==> config.mk <==
export PLATFORM = sky130hd
export DESIGN_NAME = piarb_ll_walker_flat
export DESIGN_NICKNAME = d
export VERILOG_FILES = /design/src/rtl/piarb_ll_walker_pkg.sv /design/src/rtl/piarb_ll_walker_if.sv /design/src/rtl/piarb_ll_walker.sv /design/src/flat_wrapper.sv
export SDC_FILE = /design/constraint.sdc
export NUM_CORES = 1
export LEC_CHECK = 0
export ABC_CLOCK_PERIOD_IN_PS = 5500
export BUFFER_PORTS_ARGS = -buffer_cell sky130_fd_sc_hd__buf_2
export CELL_PAD_IN_SITES_DETAIL_PLACEMENT = 1
export CELL_PAD_IN_SITES_GLOBAL_PLACEMENT = 1
export CORE_ASPECT_RATIO = 0.8
export CORE_MARGIN = 2
export CORE_UTILIZATION = 42
export CTS_BUF_LIST = sky130_fd_sc_hd__clkbuf_4 sky130_fd_sc_hd__clkbuf_8
export DETAILED_ROUTE_END_ITERATION = 10
export GPL_TIMING_DRIVEN = 0
export HOLD_SLACK_MARGIN = 0.12
export PLACE_DENSITY_LB_ADDON = 0.1
export SLEW_MARGIN = 10
export SYNTH_ARGS = -nofsm -noshare
export SYNTH_HDL_FRONTEND = slang
export SYNTH_SLANG_ARGS = --single-unit
==> constraint.sdc <==
create_clock -name clk -period 5.5 [get_ports clk]
set_clock_uncertainty 0.1 [all_clocks]
set_input_delay 0.275 -clock clk [delete_from_list [all_inputs] [get_ports clk]]
set_output_delay 0.275 -clock clk [all_outputs]
set_load 0.02 [all_outputs]
==> src/rtl/piarb_ll_walker_pkg.sv <==
// Shared PIARB constants and the walker state encoding.
// Latency: n/a (types and constants only).
// Backpressure: n/a.
`ifndef PIARB_BUF_PTR_NBITS
`define PIARB_BUF_PTR_NBITS 8
`endif

package piarb_ll_walker_pkg;

   // Buffer-pointer width, shared with the rest of PIARB.
   localparam int BUF_PTR_NBITS = `PIARB_BUF_PTR_NBITS;

   // Cycles from buf_req to buf_ack_valid in the linked-list storage.
   localparam int LL_RD_LAT = 3;

   // Walker FSM encoding.
   typedef enum logic [1:0] {
      ST_IDLE = 2'd0,
      ST_EMIT = 2'd1,
      ST_WAIT = 2'd2,
      ST_DONE = 2'd3
   } walk_state_t;

endpackage

==> src/rtl/piarb_ll_walker_if.sv <==
// Bundles the walker's request, linked-list lookup and reader-side signals.
// Latency: n/a (wiring only).
// Backpressure: out_ready from the reader; lookups are fixed-latency, no backpressure.
interface piarb_ll_walker_if
   import piarb_ll_walker_pkg::*;
#(
   parameter int BUF_NBITS = BUF_PTR_NBITS,
   parameter int CNT_NBITS = 6
) ();

   // Scheduler side.
   logic                 walk_req;
   logic [BUF_NBITS-1:0] walk_head_ptr;
   logic [CNT_NBITS-1:0] walk_nbuf;
   logic                 walk_ready;
   logic                 walk_done;

   // Linked-list storage side.
   logic                 buf_req;
   logic [BUF_NBITS-1:0] buf_req_ptr;
   logic                 buf_ack_valid;
   logic [BUF_NBITS-1:0] buf_ack_ptr;

   // Packet reader side.
   logic                 out_valid;
   logic [BUF_NBITS-1:0] out_buf_ptr;
   logic                 out_last;
   logic                 out_ready;

   logic                 walk_err;

   // The walker itself.
   modport master (
      input  walk_req, walk_head_ptr, walk_nbuf,
      output walk_ready, walk_done,
      output buf_req, buf_req_ptr,
      input  buf_ack_valid, buf_ack_ptr,
      output out_valid, out_buf_ptr, out_last,
      input  out_ready,
      output walk_err
   );

   // Everything around the walker (scheduler, list storage, reader).
   modport slave (
      output walk_req, walk_head_ptr, walk_nbuf,
      input  walk_ready, walk_done,
      input  buf_req, buf_req_ptr,
      output buf_ack_valid, buf_ack_ptr,
      input  out_valid, out_buf_ptr, out_last,
      output out_ready,
      input  walk_err
   );

endinterface

==> src/rtl/piarb_ll_walker.sv <==
// Walks one packet's buffer chain: issues successor lookups and streams the pointers downstream.
// Latency: first pointer the cycle after walk_req is taken; best case one buffer every 4 cycles.
// Backpressure: out_* hold while out_ready=0; the lookup continues and its result parks in nxt_ptr.
// Optional: define PIARB_LL_WALK_TIMEOUT_EN for the lookup watchdog and the sticky walk_err flag.
module piarb_ll_walker
   import piarb_ll_walker_pkg::*;
#(
   parameter int BUF_NBITS      = BUF_PTR_NBITS,
   parameter int CNT_NBITS      = 6,
   parameter int TIMEOUT_CYCLES = 15
) (
   input logic               clk,
   input logic               rst_n,
   piarb_ll_walker_if.master bus
);

   walk_state_t          state;
   logic [BUF_NBITS-1:0] cur_ptr;
   logic [CNT_NBITS-1:0] rem;
   logic [BUF_NBITS-1:0] nxt_ptr;
   logic                 nxt_vld;
   logic                 req_pend;

   logic                 ack_hit;
   logic                 out_fire;
   logic [CNT_NBITS-1:0] rem_dec;
   logic                 ld_en;
   logic [BUF_NBITS-1:0] ld_ptr;
   logic                 timeout;

   // Decode handshakes and decide whether the next buffer is loaded this cycle.
   always_comb begin
      ack_hit  = bus.buf_ack_valid && req_pend;
      out_fire = bus.out_valid && bus.out_ready;
      rem_dec  = (rem != '0) ? rem - CNT_NBITS'(1) : rem;
      ld_en    = 1'b0;
      ld_ptr   = nxt_vld ? nxt_ptr : bus.buf_ack_ptr;
      case (state)
         // Bypass: an ack landing on the same cycle the reader takes the pointer is used directly.
         ST_EMIT: ld_en = !timeout && out_fire && !bus.out_last && (nxt_vld || ack_hit);
         ST_WAIT: begin
            ld_en  = !timeout && ack_hit;
            ld_ptr = bus.buf_ack_ptr;
         end
         default: ld_en = 1'b0;
      endcase
   end

   // Walker FSM with registered outputs.
   always_ff @(posedge clk or negedge rst_n) begin
      if (!rst_n) begin
         state           <= ST_IDLE;
         cur_ptr         <= '0;
         rem             <= '0;
         nxt_ptr         <= '0;
         nxt_vld         <= 1'b0;
         req_pend        <= 1'b0;
         bus.walk_ready  <= 1'b1;
         bus.walk_done   <= 1'b0;
         bus.buf_req     <= 1'b0;
         bus.buf_req_ptr <= '0;
         bus.out_valid   <= 1'b0;
         bus.out_buf_ptr <= '0;
         bus.out_last    <= 1'b0;
      end else begin
         bus.walk_done <= 1'b0;
         bus.buf_req   <= 1'b0;

         // Park a lookup result until the reader takes the current pointer.
         if (ack_hit) begin
            nxt_ptr  <= bus.buf_ack_ptr;
            nxt_vld  <= 1'b1;
            req_pend <= 1'b0;
         end

         case (state)
            ST_IDLE: begin
               if (bus.walk_req && bus.walk_ready) begin
                  if (bus.walk_nbuf == '0) begin
                     // Empty packet: acknowledge without emitting anything.
                     bus.walk_done <= 1'b1;
                  end else begin
                     state           <= ST_EMIT;
                     bus.walk_ready  <= 1'b0;
                     cur_ptr         <= bus.walk_head_ptr;
                     rem             <= bus.walk_nbuf;
                     nxt_vld         <= 1'b0;
                     bus.out_valid   <= 1'b1;
                     bus.out_buf_ptr <= bus.walk_head_ptr;
                     bus.out_last    <= (bus.walk_nbuf == CNT_NBITS'(1));
                     if (bus.walk_nbuf > CNT_NBITS'(1)) begin
                        bus.buf_req     <= 1'b1;
                        bus.buf_req_ptr <= bus.walk_head_ptr;
                        req_pend        <= 1'b1;
                     end
                  end
               end
            end
            ST_EMIT: begin
               if (!timeout && out_fire) begin
                  if (bus.out_last) begin
                     state         <= ST_DONE;
                     bus.out_valid <= 1'b0;
                     bus.out_last  <= 1'b0;
                     bus.walk_done <= 1'b1;
                  end else if (!ld_en) begin
                     // Successor not known yet: go quiet until the ack arrives.
                     state         <= ST_WAIT;
                     bus.out_valid <= 1'b0;
                  end
               end
            end
            ST_WAIT: begin
               state <= ST_WAIT;
            end
            ST_DONE: begin
               state          <= ST_IDLE;
               bus.walk_ready <= 1'b1;
            end
            default: state <= ST_IDLE;
         endcase

         // Advance to the next buffer in the chain and launch its own lookup if more follow.
         if (ld_en) begin
            state           <= ST_EMIT;
            cur_ptr         <= ld_ptr;
            rem             <= rem_dec;
            nxt_vld         <= 1'b0;
            bus.out_valid   <= 1'b1;
            bus.out_buf_ptr <= ld_ptr;
            bus.out_last    <= (rem_dec == CNT_NBITS'(1));
            if (rem_dec > CNT_NBITS'(1)) begin
               bus.buf_req     <= 1'b1;
               bus.buf_req_ptr <= ld_ptr;
               req_pend        <= 1'b1;
            end
         end

         // Lookup lost: close the packet on the current buffer so the reader sees an end marker.
         // out_last may change under backpressure here; this is an error path only.
         if (timeout) begin
            state           <= ST_EMIT;
            rem             <= CNT_NBITS'(1);
            nxt_vld         <= 1'b0;
            req_pend        <= 1'b0;
            bus.out_valid   <= 1'b1;
            bus.out_buf_ptr <= cur_ptr;
            bus.out_last    <= 1'b1;
         end
      end
   end

`ifdef PIARB_LL_WALK_TIMEOUT_EN
   localparam int TO_NBITS = $clog2(TIMEOUT_CYCLES + 1);

   logic [TO_NBITS-1:0] to_cnt;

   // to_cnt holds the number of cycles the current lookup has been outstanding (after its req cycle).
   assign timeout = req_pend && !bus.buf_req && !bus.buf_ack_valid &&
                    (to_cnt == TO_NBITS'(TIMEOUT_CYCLES - 1));

   // Ack watchdog and sticky error flag (timeout or ack with nothing outstanding).
   always_ff @(posedge clk or negedge rst_n) begin
      if (!rst_n) begin
         to_cnt       <= '0;
         bus.walk_err <= 1'b0;
      end else begin
         if (bus.buf_req) begin
            to_cnt <= TO_NBITS'(1);
         end else if (!req_pend) begin
            to_cnt <= '0;
         end else if (to_cnt != '1) begin
            to_cnt <= to_cnt + TO_NBITS'(1);
         end
         if (timeout || (bus.buf_ack_valid && !req_pend)) begin
            bus.walk_err <= 1'b1;
         end
      end
   end
`else
   assign timeout      = 1'b0;
   assign bus.walk_err = 1'b0;
   wire unused_timeout_cfg = (TIMEOUT_CYCLES != 0);
`endif

endmodule

==> src/flat_wrapper.sv <==
// flat-port wrapper written by rule: the top's interface ports become plain ports
module piarb_ll_walker_flat import piarb_ll_walker_pkg::*;
#(
   parameter int BUF_NBITS      = BUF_PTR_NBITS,
   parameter int CNT_NBITS      = 6,
   parameter int TIMEOUT_CYCLES = 15
)
  (clk, rst_n, bus_walk_req, bus_walk_head_ptr, bus_walk_nbuf, bus_walk_ready, bus_walk_done, bus_buf_req, bus_buf_req_ptr, bus_buf_ack_valid, bus_buf_ack_ptr, bus_out_valid, bus_out_buf_ptr, bus_out_last, bus_out_ready, bus_walk_err);
  piarb_ll_walker_if #(.BUF_NBITS(BUF_NBITS), .CNT_NBITS(CNT_NBITS)) bus_i ();
  input logic clk;
  input logic rst_n;
  input wire logic [$bits(bus_i.walk_req)-1:0] bus_walk_req;
  input wire logic [$bits(bus_i.walk_head_ptr)-1:0] bus_walk_head_ptr;
  input wire logic [$bits(bus_i.walk_nbuf)-1:0] bus_walk_nbuf;
  output wire logic [$bits(bus_i.walk_ready)-1:0] bus_walk_ready;
  output wire logic [$bits(bus_i.walk_done)-1:0] bus_walk_done;
  output wire logic [$bits(bus_i.buf_req)-1:0] bus_buf_req;
  output wire logic [$bits(bus_i.buf_req_ptr)-1:0] bus_buf_req_ptr;
  input wire logic [$bits(bus_i.buf_ack_valid)-1:0] bus_buf_ack_valid;
  input wire logic [$bits(bus_i.buf_ack_ptr)-1:0] bus_buf_ack_ptr;
  output wire logic [$bits(bus_i.out_valid)-1:0] bus_out_valid;
  output wire logic [$bits(bus_i.out_buf_ptr)-1:0] bus_out_buf_ptr;
  output wire logic [$bits(bus_i.out_last)-1:0] bus_out_last;
  input wire logic [$bits(bus_i.out_ready)-1:0] bus_out_ready;
  output wire logic [$bits(bus_i.walk_err)-1:0] bus_walk_err;
  assign bus_i.walk_req = bus_walk_req;
  assign bus_i.walk_head_ptr = bus_walk_head_ptr;
  assign bus_i.walk_nbuf = bus_walk_nbuf;
  assign bus_walk_ready = bus_i.walk_ready;
  assign bus_walk_done = bus_i.walk_done;
  assign bus_buf_req = bus_i.buf_req;
  assign bus_buf_req_ptr = bus_i.buf_req_ptr;
  assign bus_i.buf_ack_valid = bus_buf_ack_valid;
  assign bus_i.buf_ack_ptr = bus_buf_ack_ptr;
  assign bus_out_valid = bus_i.out_valid;
  assign bus_out_buf_ptr = bus_i.out_buf_ptr;
  assign bus_out_last = bus_i.out_last;
  assign bus_i.out_ready = bus_out_ready;
  assign bus_walk_err = bus_i.walk_err;
  piarb_ll_walker #(.BUF_NBITS(BUF_NBITS), .CNT_NBITS(CNT_NBITS), .TIMEOUT_CYCLES(TIMEOUT_CYCLES)) u_core (.clk(clk), .rst_n(rst_n), .bus(bus_i));
endmodule
==> flow_metrics.tcl, run 1 <==
set metrics [dict create \
    setup_tns_ns 0 \
    synth_top_area_cell "sky130_fd_sc_hd__dfrtp_1" \
    timing_hold_violations_final 0 \
    final.hold.worst_slack_ns 0.129 \
    gr-usage-met2_pct 32.0 \
    critical_path.max_fanout 10 \
    worstHoldPathCells 2 \
    clk_pin_slew_ns 0.08 \
    crit_cells 10 \
    vias_per_cell 5.67 \
    grt_start_max_net_pins 40 \
    cts.sinks 39 \
    tightest_slew_ns 0.896 \
    gr-total-overflow 0 \
    final_cell_area_mm2 0.00268 \
    fp.dieW_um 85.9 \
    synthesized_netlist_net_count 244 \
    synth_seq_cells 39 \
    fp.coreArea_mm2 0.00509 \
    hold_path.class "input port to flip-flop" \
    grt_antenna_before_repair 0 \
    post-dp-hpwl_um 4180 \
    critical_path_required_ns 5.54 \
    slew_limit_headroom_pct 40.3 \
    worst-endpoint-arrival_ns 2.65 \
    worstSetupEndpointType "flip-flop" \
    initial_core_utilization_pct 44.2 \
    yosys-top-cells-count "sky130_fd_sc_hd__dfrtp_1, sky130_fd_sc_hd__mux2i_1, sky130_fd_sc_hd__nand2_1" \
    final_min_period_over_clock_period_pct 47.4 \
    finalNetCount 299 \
    wl_final_um 5780 \
    number_of_flops_mapped_to_enable_cells_by_yosys 0 \
    cts_max_level 2 \
    post_route_ant_nets 0 \
    synth_async_sr_flop_share_pct 100 \
    placement.cell_area_mm2 0.00256 \
    fmaxAchievable_mhz 384 \
    final_layout_size_suffix_gt1_share_pct 28.9 \
    rows 23 \
    netlist_area_mm2 0.00225 \
    drv_cap 0 \
    start_kind "flip-flop" \
    antenna-diode-count 0 \
    synth.yosys.warnings 0 \
    crit_path_top_delay_cell "sky130_fd_sc_hd__or3b_1" \
    failed_checks "design-rule violations" \
    numCtsBuffers 5 \
    nFillCells 586 \
    total_of_cells_resized_after_clock_tree_synthesis 0 \
    static-leakage-power_nw 1.39 \
    post_synth_inst_count 211 \
    io_pins 49 \
    first_global_vias 1917 \
    dr_iter_0_viols 76 \
    ys_seq_area_share_pct 43.4 \
    final-max-slew-violation-count 0 \
    areaGrowthSynthToFinish_pct 19.1 \
    finish.utilization_pct 52.6 \
    postSynth.topFlopCell "sky130_fd_sc_hd__dfrtp_1" \
    tritoncts_clock_tree "done" \
    synth.avg_cell_area_um2 10.7 \
    worst_ir_drop_vdd_uv 106 \
    crit_chain "buf_2, inv_1, ha_1, or3b_1, or3_1, clkbuf_1, o2bb2ai_2, a21oi_2, buf_6, nand3b_1" \
    floorplan.die.height_um 69.5 \
    setup_repair_after_global_routing_missed_its_margin "no" \
    met3_usage_pct 3.93 \
    critical_path_class "flip-flop to flip-flop" \
    finalSetupViolCount 0 \
    drc 5 \
    worst_r2r_path_depth 10 \
    synth_most_common_cell "sky130_fd_sc_hd__dfrtp_1" \
    route.vias.total 1860 \
    netlist.area_leader.share_pct 42.2 \
    grt_util_all_layers_pct 20.8 \
    dieArea_mm2 0.00596 \
    worst-path-buf-inv 4 \
    gp_congestion 0.792 \
    grtUsageMet1_pct 30.1 \
    port_buffers 47 \
    final.min_clock_period_ns 2.61 \
    pwr_density_cell_mw_per_mm2 205 \
    path_delay_family "simple AND/OR/NAND/NOR gates" \
    netlist-cell-type-count 54 \
    firstDrtPassIters 7 \
    grt_first_pass_wirelength_um 9780 \
    biggest_area_contributors_in_the_synthesized_netlist "sky130_fd_sc_hd__dfrtp_1, sky130_fd_sc_hd__mux2i_1, sky130_fd_sc_hd__mux2_1, sky130_fd_sc_hd__mux2_2, sky130_fd_sc_hd__ha_1" \
    result_of_the_run "finished, violations left" \
    critical_path.max_stage_delay_ns 0.37 \
    wire_per_inst_um 17.6 \
    insertion_delay_ns 0.29 \
    grt_most_used_layer "met2" \
    cts-root-buf "sky130_fd_sc_hd__clkbuf_8" \
    cts-root-to-sink-buffers 2 \
]
==> sequential cells by signal, summed over array words and instances (netlist names) <==
signal                  cells
u_core.req_pend             1
u_core.nxt_ptr              8
u_core.state                2
u_core.rem                  6
u_core.bus.walk_done        1
u_core.nxt_vld              1
u_core.bus.buf_req_ptr      8
u_core.bus.out_valid        1
u_core.bus.buf_req          1
u_core.bus.walk_ready       1
u_core.bus.out_buf_ptr      8
u_core.bus.out_last         1
==> power by group <==
group	total (mW)	internal [mW]	switching, mW
clock	0.237	0.133	0.104
combinational	0.0249	0.00946	0.0154
sequential	0.286	0.286	0
total	0.548	0.429	0.120
==> per-layer routing <==
layer	vias to the layer above	wire [um]
met5	-	0
met4	0	56
met3	6	201
met2	36	2600
met1	932	2920
li1	886	-
==> layout make-up <==
cell class              count  area, um^2  share of cell area [%]
clock buffers               5        68.8                    2.57
clock inverters             2        37.5                    1.40
inverters                   6        22.5                   0.840
well taps                  62        77.6                    2.89
repair buffers             48         245                    9.15
flip-flops and latches     39         977                    36.5
plain buffers              14        78.8                    2.94
multi-input cells         152        1170                    43.7
==> cells in the final DEF (no fill, tap or decap), types with 3 or more instances in the layout <==
cell                       instances
sky130_fd_sc_hd__a21oi_1           3
sky130_fd_sc_hd__nand2_1          16
sky130_fd_sc_hd__a221o_1           3
sky130_fd_sc_hd__ha_1              6
sky130_fd_sc_hd__buf_2            50
sky130_fd_sc_hd__o21ai_0          13
sky130_fd_sc_hd__nor2_1            7
sky130_fd_sc_hd__mux2_2            8
sky130_fd_sc_hd__clkbuf_1          5
sky130_fd_sc_hd__mux2i_1          26
sky130_fd_sc_hd__clkbuf_8          5
sky130_fd_sc_hd__nand3_1           4
sky130_fd_sc_hd__nand2b_1          3
sky130_fd_sc_hd__or3_1             3
sky130_fd_sc_hd__o21ai_1           6
sky130_fd_sc_hd__nor3_1            4
sky130_fd_sc_hd__inv_1             6
sky130_fd_sc_hd__mux2_1            8
sky130_fd_sc_hd__dfrtp_1          38
sky130_fd_sc_hd__nor2b_1           3
==> logic make-up (layout without fill, tap and decap cells) <==
family	count (synthesis)	count (layout)	synth area share (%)
mux	42	42	19.6
fa+ha+maj	6	6	3.34
buf+inv	20	75	4.50
flops	39	39	43.4
compound gates	49	49	15.8
simple gates	53	53	12.8
xor+xnor	1	1	0.389
other cells	1	1	0.167
==> per-stage QoR <==
step	power (mW)	worst slack [ns]	std cells
finish	0.548	2.89	328
global route	0.569	2.72	328
CTS	0.554	2.88	328
detailed placement	0.317	2.90	320
global placement	0.317	2.92	320
floorplan	0.297	3.17	211
==> final timing paths <==
check | start | endpoint | slack (ns)
hold / removal | bus_buf_ack_ptr[5] | u_core.nxt_ptr[5] | 0.13
hold reg to reg | u_core.nxt_ptr[5] | u_core.nxt_ptr[5] | 0.41
max in group asynchronous | rst_n | u_core.rem[1] | 4.20
setup reg to reg | u_core.rem[0] | u_core.req_pend | 2.89
min in group asynchronous | rst_n | u_core.bus.buf_req_ptr[1] | 0.55
setup / recovery | u_core.rem[0] | u_core.req_pend | 2.89
==> worst register-to-register path: stages, from the launching register on <==
cell	delay, ns
sky130_fd_sc_hd__dfrtp_1	0.36
sky130_fd_sc_hd__buf_2	0.17
sky130_fd_sc_hd__inv_1	0.14
sky130_fd_sc_hd__ha_1	0.22
sky130_fd_sc_hd__or3b_1	0.37
sky130_fd_sc_hd__or3_1	0.31
sky130_fd_sc_hd__clkbuf_1	0.18
sky130_fd_sc_hd__o2bb2ai_2	0.21
sky130_fd_sc_hd__a21oi_2	0.09
sky130_fd_sc_hd__buf_6	0.16
sky130_fd_sc_hd__nand3b_1	0.16
==> what timing repair did <==
| item | in CTS | in global routing |
|---|---|---|
| buffers inserted | 0 | 0 |
| hold buffers | 1 | 0 |
| hold endpoints to repair | 38 | 0 |
| endpoints found under the setup margin | 0 | 0 |
(Power assumes the default switching activity.)
==> run 2: changes to the inputs <==
--- a/config.mk
+++ b/config.mk
@@ -5,13 +5,14 @@
 export SDC_FILE = /design/constraint.sdc
 export NUM_CORES = 1
 export LEC_CHECK = 0
-export ABC_CLOCK_PERIOD_IN_PS = 5500
+export ABC_AREA = 1
+export ABC_CLOCK_PERIOD_IN_PS = 2190
 export BUFFER_PORTS_ARGS = -buffer_cell sky130_fd_sc_hd__buf_2
 export CELL_PAD_IN_SITES_DETAIL_PLACEMENT = 1
 export CELL_PAD_IN_SITES_GLOBAL_PLACEMENT = 1
 export CORE_ASPECT_RATIO = 0.8
 export CORE_MARGIN = 2
-export CORE_UTILIZATION = 42
+export CORE_UTILIZATION = 37
 export CTS_BUF_LIST = sky130_fd_sc_hd__clkbuf_4 sky130_fd_sc_hd__clkbuf_8
 export DETAILED_ROUTE_END_ITERATION = 10
 export GPL_TIMING_DRIVEN = 0
==> constraint.sdc (replaced) <==
create_clock -name clk -period 2.19 [get_ports clk]
set_clock_uncertainty 0.1 [all_clocks]
set_input_delay 0.1095 -clock clk [delete_from_list [all_inputs] [get_ports clk]]
set_output_delay 0.1095 -clock clk [all_outputs]
set_load 0.02 [all_outputs]
==> run 2 against run 1 <==
  * Flip-flop and latch count is the same
  * Core utilization down 2.4 points
  * Cell area grew 11%
  * Non-clock buffer count rose by 21
  * Worst hold slack gained 0.19 ns
  * The flow now finishes without violations
==> flow_metrics.tcl, run 2 <==
set metrics [dict create \
    post_route_ant_nets 0 \
    start_kind "flip-flop" \
    tightest_slew_ns 0.921 \
    synth_seq_cells 39 \
    floorplan.die.height_um 74.4 \
    port_buffers 47 \
    post_synth_simple_gate_area_pct 29.2 \
    worstSetupEndpointType "flip-flop" \
    finalSetupViolCount 0 \
    fmaxAchievable_mhz 524 \
    postSynth.topFlopCell "sky130_fd_sc_hd__dfrtp_1" \
    cts-root-to-sink-buffers 2 \
    synth_most_common_cell "sky130_fd_sc_hd__nand2_1" \
    critical_path.max_fanout 10 \
    gp_congestion 0.787 \
    final-instance-count-excl-fill 463 \
    io_pins 49 \
    synth_top_family_by_area "simple AND/OR/NAND/NOR gates" \
    netlist.area_leader.share_pct 41.5 \
    tritoncts_clock_tree "done" \
    totalPowerFinal_mw 1.34 \
    yosys-top-cells-count "sky130_fd_sc_hd__nand2_1, sky130_fd_sc_hd__dfrtp_1, sky130_fd_sc_hd__inv_1" \
    complex_gate_fraction_of_the_synthesized_area_pct 15.0 \
    pwr_density_cell_mw_per_mm2 450 \
    critical_path_required_ns 2.27 \
    post_synth_inst_count 301 \
    hold_path.class "input port to flip-flop" \
    grt_antenna_before_repair 0 \
    fp.dieW_um 92.0 \
    most-common-layout-cells "sky130_fd_sc_hd__nand2_1, sky130_fd_sc_hd__buf_2, sky130_fd_sc_hd__dfrtp_1" \
    final_min_period_over_clock_period_pct 87.1 \
    maxUsedRoutingLayer "met4" \
    insertion_delay_ns 0.30 \
    wl_final_um 6690 \
    cts_max_level 2 \
    first_global_vias 2254 \
    synthesized_netlist_net_count 334 \
    met3RoutedLength_um 202 \
    post-dp-hpwl_um 4770 \
    number_of_flops_mapped_to_enable_cells_by_yosys 0 \
    wire_per_inst_um 14.5 \
    critical_path_class "flip-flop to flip-flop" \
    fp.coreArea_mm2 0.00594 \
    ys_seq_area_share_pct 42.6 \
    netlist-cell-type-count 31 \
    grt_first_pass_wirelength_um 11200 \
    synthAdderAreaFrac_pct 3.27 \
    initial_core_utilization_pct 38.6 \
    finalNetCount 414 \
    biggestRegsByFlops "u_core.bus.buf_req_ptr: 8 flops, u_core.bus.out_buf_ptr: 8 flops, u_core.nxt_ptr: 8 flops" \
    final.min_clock_period_ns 1.91 \
    layout_commonest_cell "sky130_fd_sc_hd__nand2_1" \
    dr_iter_0_viols 97 \
    cts.sinks 39 \
    grt_start_max_net_pins 40 \
    route.vias.total 2216 \
    drc 0 \
    synth_top_area_cell "sky130_fd_sc_hd__dfrtp_1" \
    crit_path_top_delay_cell "sky130_fd_sc_hd__dfrtp_1" \
    result_of_the_run "completed" \
    path_delay_family "simple AND/OR/NAND/NOR gates" \
    vias_per_cell 4.79 \
    static-leakage-power_nw 1.60 \
    timing_hold_violations_final 0 \
    met2_wirelength_um 3050 \
    slew_limit_headroom_pct 38.6 \
    cts-root-buf "sky130_fd_sc_hd__clkbuf_8" \
    final_layout_size_suffix_gt1_share_pct 23.6 \
    worst-path-buf-inv 2 \
    final-max-slew-violation-count 0 \
    rows 25 \
    wl_met1_um 3380 \
    areaGrowthSynthToFinish_pct 30.1 \
    final_cell_area_mm2 0.00298 \
    synth.avg_cell_area_um2 7.62 \
    synth_async_sr_flop_share_pct 100 \
    place.detailed.instances 429 \
    gr-total-overflow 0 \
    synth.yosys.warnings 0 \
    antenna-diode-count 0 \
    biggest_area_contributors_in_the_synthesized_netlist "sky130_fd_sc_hd__dfrtp_1, sky130_fd_sc_hd__nand2_1, sky130_fd_sc_hd__o21ai_0, sky130_fd_sc_hd__inv_1, sky130_fd_sc_hd__nor2_1" \
    critical_path.max_stage_delay_ns 0.41 \
    placement.cell_area_mm2 0.00263 \
    firstDrtPassIters 4 \
    dieArea_mm2 0.00685 \
    synth_mux_area_share_pct 0 \
    grt_util_all_layers_pct 21.2 \
    setup_tns_ns 0 \
    setup_repair_after_global_routing_missed_its_margin "no" \
    drv_cap 0 \
    worst-endpoint-arrival_ns 1.99 \
    synth_xor_area_share_pct 0 \
    post_cts.repair.setup_buffers 0 \
    crit_chain "inv_1, ha_1, nand3_4, nand3_1, nand2_1, inv_1, nand2_4, nand2_4, nand3_1" \
    numCtsBuffers 5 \
    clk_pin_slew_ns 0.08 \
    netlist_area_mm2 0.00229 \
    worst_ir_drop_vdd_uv 220 \
]
[run 2: changes by cell type in the layout (fill, tap and decap cells not counted), sizes merged, moves of 16 or more]
cell	delta
nand2	+65
inv	+33
nor2	+27
mux2i	-26
dlygate4sd3	+25
o21ai	+24
nand3	+19
mux2	-16
[run 2: logic make-up (layout without fill, tap and decap cells)]
group,count (synthesis),in the layout
AND/OR/NAND/NOR,144,144
AO/OA/AOI/OAI,62,62
buffers and inverters,49,130
flip-flops,39,39
adder cells (fa/ha/maj),6,6
other,1,1
[run 2: cell type report]
class	count	area, um^2
Inverter	39	146
Fill cell	771	2960
Timing Repair Buffer	73	495
Sequential cell	39	977
Buffer	10	80.1
Multi-Input combinational cell	213	1090
Clock inverter	1	5.00
Clock buffer	7	83.8
Tap cell	81	101
[run 2: per-stage QoR]
step / setup slack (ns) / hold WS (ns) / utilization [%]
global placement: 0.283 / 0.204 / 44.3
global route: 0.109 / 0.396 / 50.2
detailed placement: 0.259 / 0.198 / 44.3
finish: 0.282 / 0.316 / 50.2
floorplan: 0.571 / -0.286 / -
CTS: 0.237 / 0.308 / 50.1
[run 2: where the power goes]
group	leakage [nW]	total, mW	internal [mW]	switching (mW)
logic	1.03	0.109	0.0560	0.0534
clock network	0.0491	0.514	0.249	0.265
registers	0.515	0.719	0.719	0
total	1.60	1.34	1.02	0.319
[run 2: timing repair]
item                                    CTS  global route
endpoints found under the setup margin    0             1
hold endpoints to repair                 70             0
resized for setup                         0             2
hold buffers                             26             0
[run 2: path summary, 6_finish.rpt]
kind	start	to	slack [ns]	cells after the start
max	u_core.rem[0]	u_core.req_pend	0.28	9
min	bus_walk_req	u_core.bus.walk_ready	0.32	7
max reg2reg	u_core.rem[0]	u_core.req_pend	0.28	9
min reg2reg	u_core.bus.walk_ready	u_core.bus.walk_ready	0.37	2
max in group asynchronous	rst_n	u_core.bus.out_buf_ptr[4]	1.03	2
min in group asynchronous	rst_n	u_core.rem[1]	0.39	2
[run 2: tightest hold or removal path, cell delays in order]
cell and delay (ns):
sky130_fd_sc_hd__buf_2 0.10, sky130_fd_sc_hd__nand2_1 0.05, sky130_fd_sc_hd__inv_1 0.08, sky130_fd_sc_hd__nand2_1 0.08
sky130_fd_sc_hd__nand2_1 0.13, sky130_fd_sc_hd__nand3_1 0.11, sky130_fd_sc_hd__nand2_1 0.05
[run 2: routing by layer]
layer | GRT usage, % | vias up
li1 | - | 1123
met1 | 30.1 | 1051
met2 | 34.9 | 34
met3 | 3.04 | 8
met4 | 4.48 | 0
met5 | 0 | -
